**config.mk**
```make
export PLATFORM = sky130hd
export DESIGN_NAME = bitperm_arbiter
export DESIGN_NICKNAME = d
export VERILOG_FILES = /design/src/rtl/bitperm_arbiter.sv
export SDC_FILE = /design/constraint.sdc
export NUM_CORES = 1
export LEC_CHECK = 0
export CORE_UTILIZATION = 43
export CTS_CLUSTER_SIZE = 28
export DETAILED_ROUTE_END_ITERATION = 8
export PLACE_DENSITY_LB_ADDON = 0.15
export SETUP_SLACK_MARGIN = 0.5
export SYNTH_ARGS = -nofsm -noshare
export SYNTH_HDL_FRONTEND = slang
export SYNTH_SLANG_ARGS = --single-unit
```
**constraint.sdc**
```tcl
create_clock -name clk -period 1.59 [get_ports clk]
set_input_delay 0.318 -clock clk [delete_from_list [all_inputs] [get_ports clk]]
set_output_delay 0.318 -clock clk [all_outputs]
set_load 0.05 [all_outputs]
```
**src/rtl/bitperm_arbiter.sv**
```systemverilog
// Two-requester round-robin arbiter in front of one shared bit-permutation unit
// with a one-deep result holding register. Optional per-requester job counters: BITPERM_ARB_STATS_EN.
module bitperm_arbiter #(
    parameter int W  = 8,
    parameter int CW = 16
) (
    input  logic          clk,
    input  logic          rst_n,
    input  logic          in0_valid,
    output logic          in0_ready,
    input  logic [W-1:0]  in0_data,
    input  logic [1:0]    in0_op,
    input  logic          in1_valid,
    output logic          in1_ready,
    input  logic [W-1:0]  in1_data,
    input  logic [1:0]    in1_op,
    output logic          out_valid,
    input  logic          out_ready,
    output logic [W-1:0]  out_data,
    output logic          out_id
`ifdef BITPERM_ARB_STATS_EN
    ,
    output logic [CW-1:0] cnt0,
    output logic [CW-1:0] cnt1
`endif
);

    // Handshakes: a transfer happens on a rising edge where valid and ready are
    // both high. Ready never depends on data; out_valid/out_data/out_id hold
    // steady until the consumer takes them.
    typedef enum logic {
        IDLE = 1'b0,
        HOLD = 1'b1
    } state_t;

    state_t          r_state;
    state_t          w_state_nxt;
    logic [W-1:0]    r_out_data;
    logic            r_out_id;
    logic            r_last;
    logic            w_grant1;
    logic            w_accept;
    logic            w_release;
    logic [W-1:0]    w_sel_data;
    logic [1:0]      w_sel_op;
    logic [W-1:0]    w_perm;

    function automatic logic [W-1:0] permute(input logic [W-1:0] d, input logic [1:0] op);
        logic [W-1:0] r;
        r = d;
        case (op)
            2'd0: r = d;
            2'd1: for (int k = 0; k < W; k++) r[k] = d[W-1-k];
            2'd2: r = {d[W/2-1:0], d[W-1:W/2]};
            default: begin
                for (int j = 0; j < W/2; j++) begin
                    r[2*j]   = d[2*j+1];
                    r[2*j+1] = d[2*j];
                end
            end
        endcase
        return r;
    endfunction

    // Requester 1 wins only when alone, or on a tie after requester 0 was served last.
    assign w_grant1   = in1_valid && (!in0_valid || !r_last);
    assign in0_ready  = (r_state == IDLE) && in0_valid && !w_grant1;
    assign in1_ready  = (r_state == IDLE) && w_grant1;
    assign w_accept   = in0_ready || in1_ready;
    assign w_release  = (r_state == HOLD) && out_ready;

    assign w_sel_data = w_grant1 ? in1_data : in0_data;
    assign w_sel_op   = w_grant1 ? in1_op   : in0_op;
    assign w_perm     = permute(w_sel_data, w_sel_op);

    assign out_valid  = (r_state == HOLD);
    assign out_data   = r_out_data;
    assign out_id     = r_out_id;

    always_comb begin
        w_state_nxt = r_state;
        case (r_state)
            IDLE:    if (w_accept)  w_state_nxt = HOLD;
            HOLD:    if (w_release) w_state_nxt = IDLE;
            default: w_state_nxt = IDLE;
        endcase
    end

    always_ff @(posedge clk or negedge rst_n) begin
        if (!rst_n) begin
            r_state    <= IDLE;
            r_out_data <= '0;
            r_out_id   <= 1'b0;
            r_last     <= 1'b1;
        end else begin
            r_state <= w_state_nxt;
            if (w_accept) begin
                r_out_data <= w_perm;
                r_out_id   <= w_grant1;
                r_last     <= w_grant1;
            end
        end
    end

`ifdef BITPERM_ARB_STATS_EN
    logic [CW-1:0] r_cnt0;
    logic [CW-1:0] r_cnt1;

    // Counters stick at all-ones rather than wrapping.
    always_ff @(posedge clk or negedge rst_n) begin
        if (!rst_n) begin
            r_cnt0 <= '0;
            r_cnt1 <= '0;
        end else if (w_release) begin
            if (!r_out_id && (r_cnt0 != {CW{1'b1}})) r_cnt0 <= r_cnt0 + 1'b1;
            if (r_out_id  && (r_cnt1 != {CW{1'b1}})) r_cnt1 <= r_cnt1 + 1'b1;
        end
    end

    assign cnt0 = r_cnt0;
    assign cnt1 = r_cnt1;
`endif

endmodule

```
==> results.txt, run 1 <==
The run finished, with violations left. The final reports fail on setup timing. The maximum cell stage delay along the critical path is 0.58 ns.

The floorplan core area is between 2000 and 2500 um2. The clock network fraction of design power is 0.079. The power density relative to cell area is 1310 nW/um2. The filler cells instantiated in the layout total between 50 and 60. The maximum number of pins on one net before global-route repair came out at 14. Yosys mapped a number of flops with a built-in enable equal to 0. The sink count of the clock tree is 11. The number of hold violations in the final report came out at 0. The number of pins with negative max-slew slack in the final report came out at 0. In this run the number of H-tree levels came out at 1. The max-capacitance violation count came out at 0. Of the total power, the share spent switching nets is 0.464.

The share of layout cells above drive strength 1 came out at 0.593. TritonCTS built the clock tree. The total global-route track usage came out at 0.372. The mean instance size in the synthesized netlist is 10.2 um2. The first-pass GRT wire length came out at 6340 um. The clock skew came out at 0.00141 ns.

Sorting the synthesized cells by how often they occur yields sky130_fd_sc_hd__dfrtp_1, sky130_fd_sc_hd__mux2_2, sky130_fd_sc_hd__nand2_1, sky130_fd_sc_hd__nor3_1, sky130_fd_sc_hd__mux4_2. CTS placed an instance of sky130_fd_sc_hd__clkbuf_4 at the clock tree root. The floorplan die area came out at 2340 um2.

The path type of the worst min-delay path is in -> async. The signal on the critical path passes through a21boi_4 -> buf_8 -> nor2_4 -> buf_6. The count of yosys warnings during synthesis came out at 0. The clock buffer count from CTS is 3. The via count came out at around 1300.

The largest delay contributor family on the critical path is flip-flops. The first routing iteration left 102 violations. The flop and latch count out of synthesis is 11. The initial antenna violation count is 0. The detailed-routing wirelength on met1 is 1770 um.

In this run, distinct cell masters in the synthesized netlist total 27. The analysis attributes to cell leakage a power of 0.831 nW. The worst IR drop on VDD is 1070 uV. The remaining design rule violation count came out at 0. The sequential cell fraction of total power came out at 0.218.

The async set-or-reset flop fraction in the synthesized netlist came out at 1.00. For this design the total switching power over the nets is 0.00115 W. The slowest stage of the critical path is the sky130_fd_sc_hd__dfstp_2 cell. The total nets after synthesis is 116. Synthesis handed over a netlist of 91 instances. By area the synthesized netlist is led by sky130_fd_sc_hd__dfrtp_1, sky130_fd_sc_hd__mux4_2, sky130_fd_sc_hd__mux2_2. The routed length per placed instance is roughly 25 um. STA classifies the critical path endpoint as an output port.

The top routing layer in use is met4. The number of nets still failing antenna checks after routing came out at 0. Input and output buffers added on the ports amount to 36. The die height came out at 48.4 um. The total congestion overflow after global routing came out at 0.

The worst pin sits at a relative slew slack of 0.679. Setup repair after global routing could not meet its margin everywhere. The source-to-sink clock delay at the later pin of the worst-skew pair came out at 0.26 ns.

The initial utilization of the core area, before any placement, comes to 0.463. Of the post-synthesis cell area, the dominant cell type holds 0.270. The combinational share of power is 0.702.

The final weighted congestion in routability-driven placement is 0.939. After synthesis the cells add up to 926 um2. Of the synthesized area, sequential elements account for 0.299.

In this run the count of I/O pins placed on the die edge is 37. The worst hold margin is 0.375 ns. The worst setup path is launched from a register. The sum of met3 wire segment lengths after detailed routing is 503 um. The post-synthesis to final-layout area growth came out at 104%. The number of buffers and inverters on the critical path is 2.

The via density per instance is 6.76. The required time reported for the critical path endpoint is 1.27 ns. For the worst setup path, the data arrival time is 1.31 ns. The maximum clock frequency came out at 615 MHz.

The critical-path maximum fanout is 3. The number of detailed-route iterations in the first pass came out at 4. The final clock period utilization by the worst path is 1.02. The number of buffers on the longest clock path came out at 2. The die is 48.4 um wide. The met2 wirelength from detailed routing is ~2200 um. Once detailed placement completed, the half-perimeter wirelength came to around 2200 um.

The setup-violating endpoint count in the final report is 5. The routed wire length came out at 4960 um. The final critical-path required period came out at about 1.6 ns.

The transition time of the tightest slew-check pin is 0.481 ns. The number of diodes came out at 0. The worst setup path category is reg -> out. The design internal power is 0.00133 W. In the post-route analysis, the smallest setup slack over all paths is -0.0373 ns. In the final timing run, aggregate negative setup slack is -0.0925 ns.

Prior to clock tree synthesis, the placed netlist has a worst setup slack of -0.408 ns. The initialized floorplan defines 16 standard-cell rows. The number of nets in the final layout came out at 198. The number of global-route vias before repair is about 1200.

The clock slew at the register clock pins of the worst setup and hold paths is 0.08 ns. In the synthesized netlist the dominant register cell turns out to be sky130_fd_sc_hd__dfrtp_1. The final core area utilization came out at 0.942. Summed over all instances, the cell type with the most area after synthesis is sky130_fd_sc_hd__dfrtp_1.
==> timing repair <==
action | in CTS | in global routing
gates cloned | 1 | 0
pin swaps | 7 | 6
setup endpoints to repair | 22 | 22
buffers inserted | 11 | 9
hold buffers | 0 | 0
resized for setup | 37 | 15
==> stage by stage <==
stage | area, um2 | total power, W | instances
floorplan | 1000 | 0.00127 | 91
global placement | 1520 | 0.00172 | 174
detailed placement | 1520 | 0.00174 | 174
CTS | 1770 | 0.00219 | 190
global route | 1890 | 0.00254 | 199
finish | 1890 | 0.00247 | 199
==> flip-flops by register name, summed over array words and instances (netlist names) <==
| register | count |
|---|---|
| r_last | 1 |
| out_data | 8 |
| out_valid | 1 |
| out_id | 1 |
==> final cells by class <==
class                   count  area [um2]  area share
repair buffers             84         803       0.426
multi-input cells          72         738       0.392
flip-flops and latches     11         278       0.147
well taps                  27        33.8      0.0179
clock buffers               4        26.3      0.0139
inverters                   1        6.26     0.00332
==> placed cells by master, fill, tap and decap left out, drive strengths merged, types with 6 or more instances in the layout <==
cell type / count
buf: 60
dfrtp: 10
clkdlybuf4s50: 15
nor3: 7
mux2: 10
nand2: 7
mux4: 6
==> final timing paths <==
kind | cells past startpoint | start | slack [ns] | end
max | 4 | r_last | -0.04 | in0_ready
min in group clk | 3 | in0_valid | 0.43 | r_last
min reg2reg | 2 | out_data[4] | 0.58 | out_data[4]
min | 1 | rst_n | 0.38 | out_data[2]
max reg2reg | 7 | r_last | -0.03 | out_data[0]
max in group asynchronous | 1 | rst_n | 0.87 | out_valid
==> worst register-to-register path, cell delays in order (launching register included) <==
cell and delay (ns):
sky130_fd_sc_hd__dfstp_2 0.58, sky130_fd_sc_hd__a21boi_4 0.07, sky130_fd_sc_hd__buf_8 0.13, sky130_fd_sc_hd__buf_12 0.14
sky130_fd_sc_hd__buf_4 0.14, sky130_fd_sc_hd__nor3_4 0.20, sky130_fd_sc_hd__a211oi_2 0.07, sky130_fd_sc_hd__a22o_1 0.18
==> kinds of logic after synthesis <==
group	count (synthesis)	synth area share
AOI/OAI and AO/OA	32	0.257
muxes	16	0.268
buffers and inverters	8	0.0567
DFF	11	0.299
and+or+nand+nor	24	0.120
==> power by group through the flow <==
stage | Sequential (W) | Combinational [W] | Clock, W
floorplan | 0.000877 | 0.000393 | 0
global placement | 0.000507 | 0.00121 | 0
detailed placement | 0.000512 | 0.00123 | 0
CTS | 0.000521 | 0.00149 | 0.000188
global route | 0.000549 | 0.00178 | 0.000210
finish | 0.000540 | 0.00174 | 0.000196
==> layer usage <==
| metal | track usage | up-vias |
|---|---|---|
| met5 | 0 | - |
| met4 | 0.230 | 0 |
| met2 | 0.624 | 139 |
| li1 | - | 534 |
| met3 | 0.0692 | 48 |
| met1 | 0.438 | 625 |
No activity file was read; power rests on OpenSTA's default activity.
==> run 2: changes to the inputs <==
Settings changed: ABC_CLOCK_PERIOD_IN_PS set to 1590.
==> results of run 2 <==
Same layout as run 1: the final DEF is identical, and so are final timing and power.
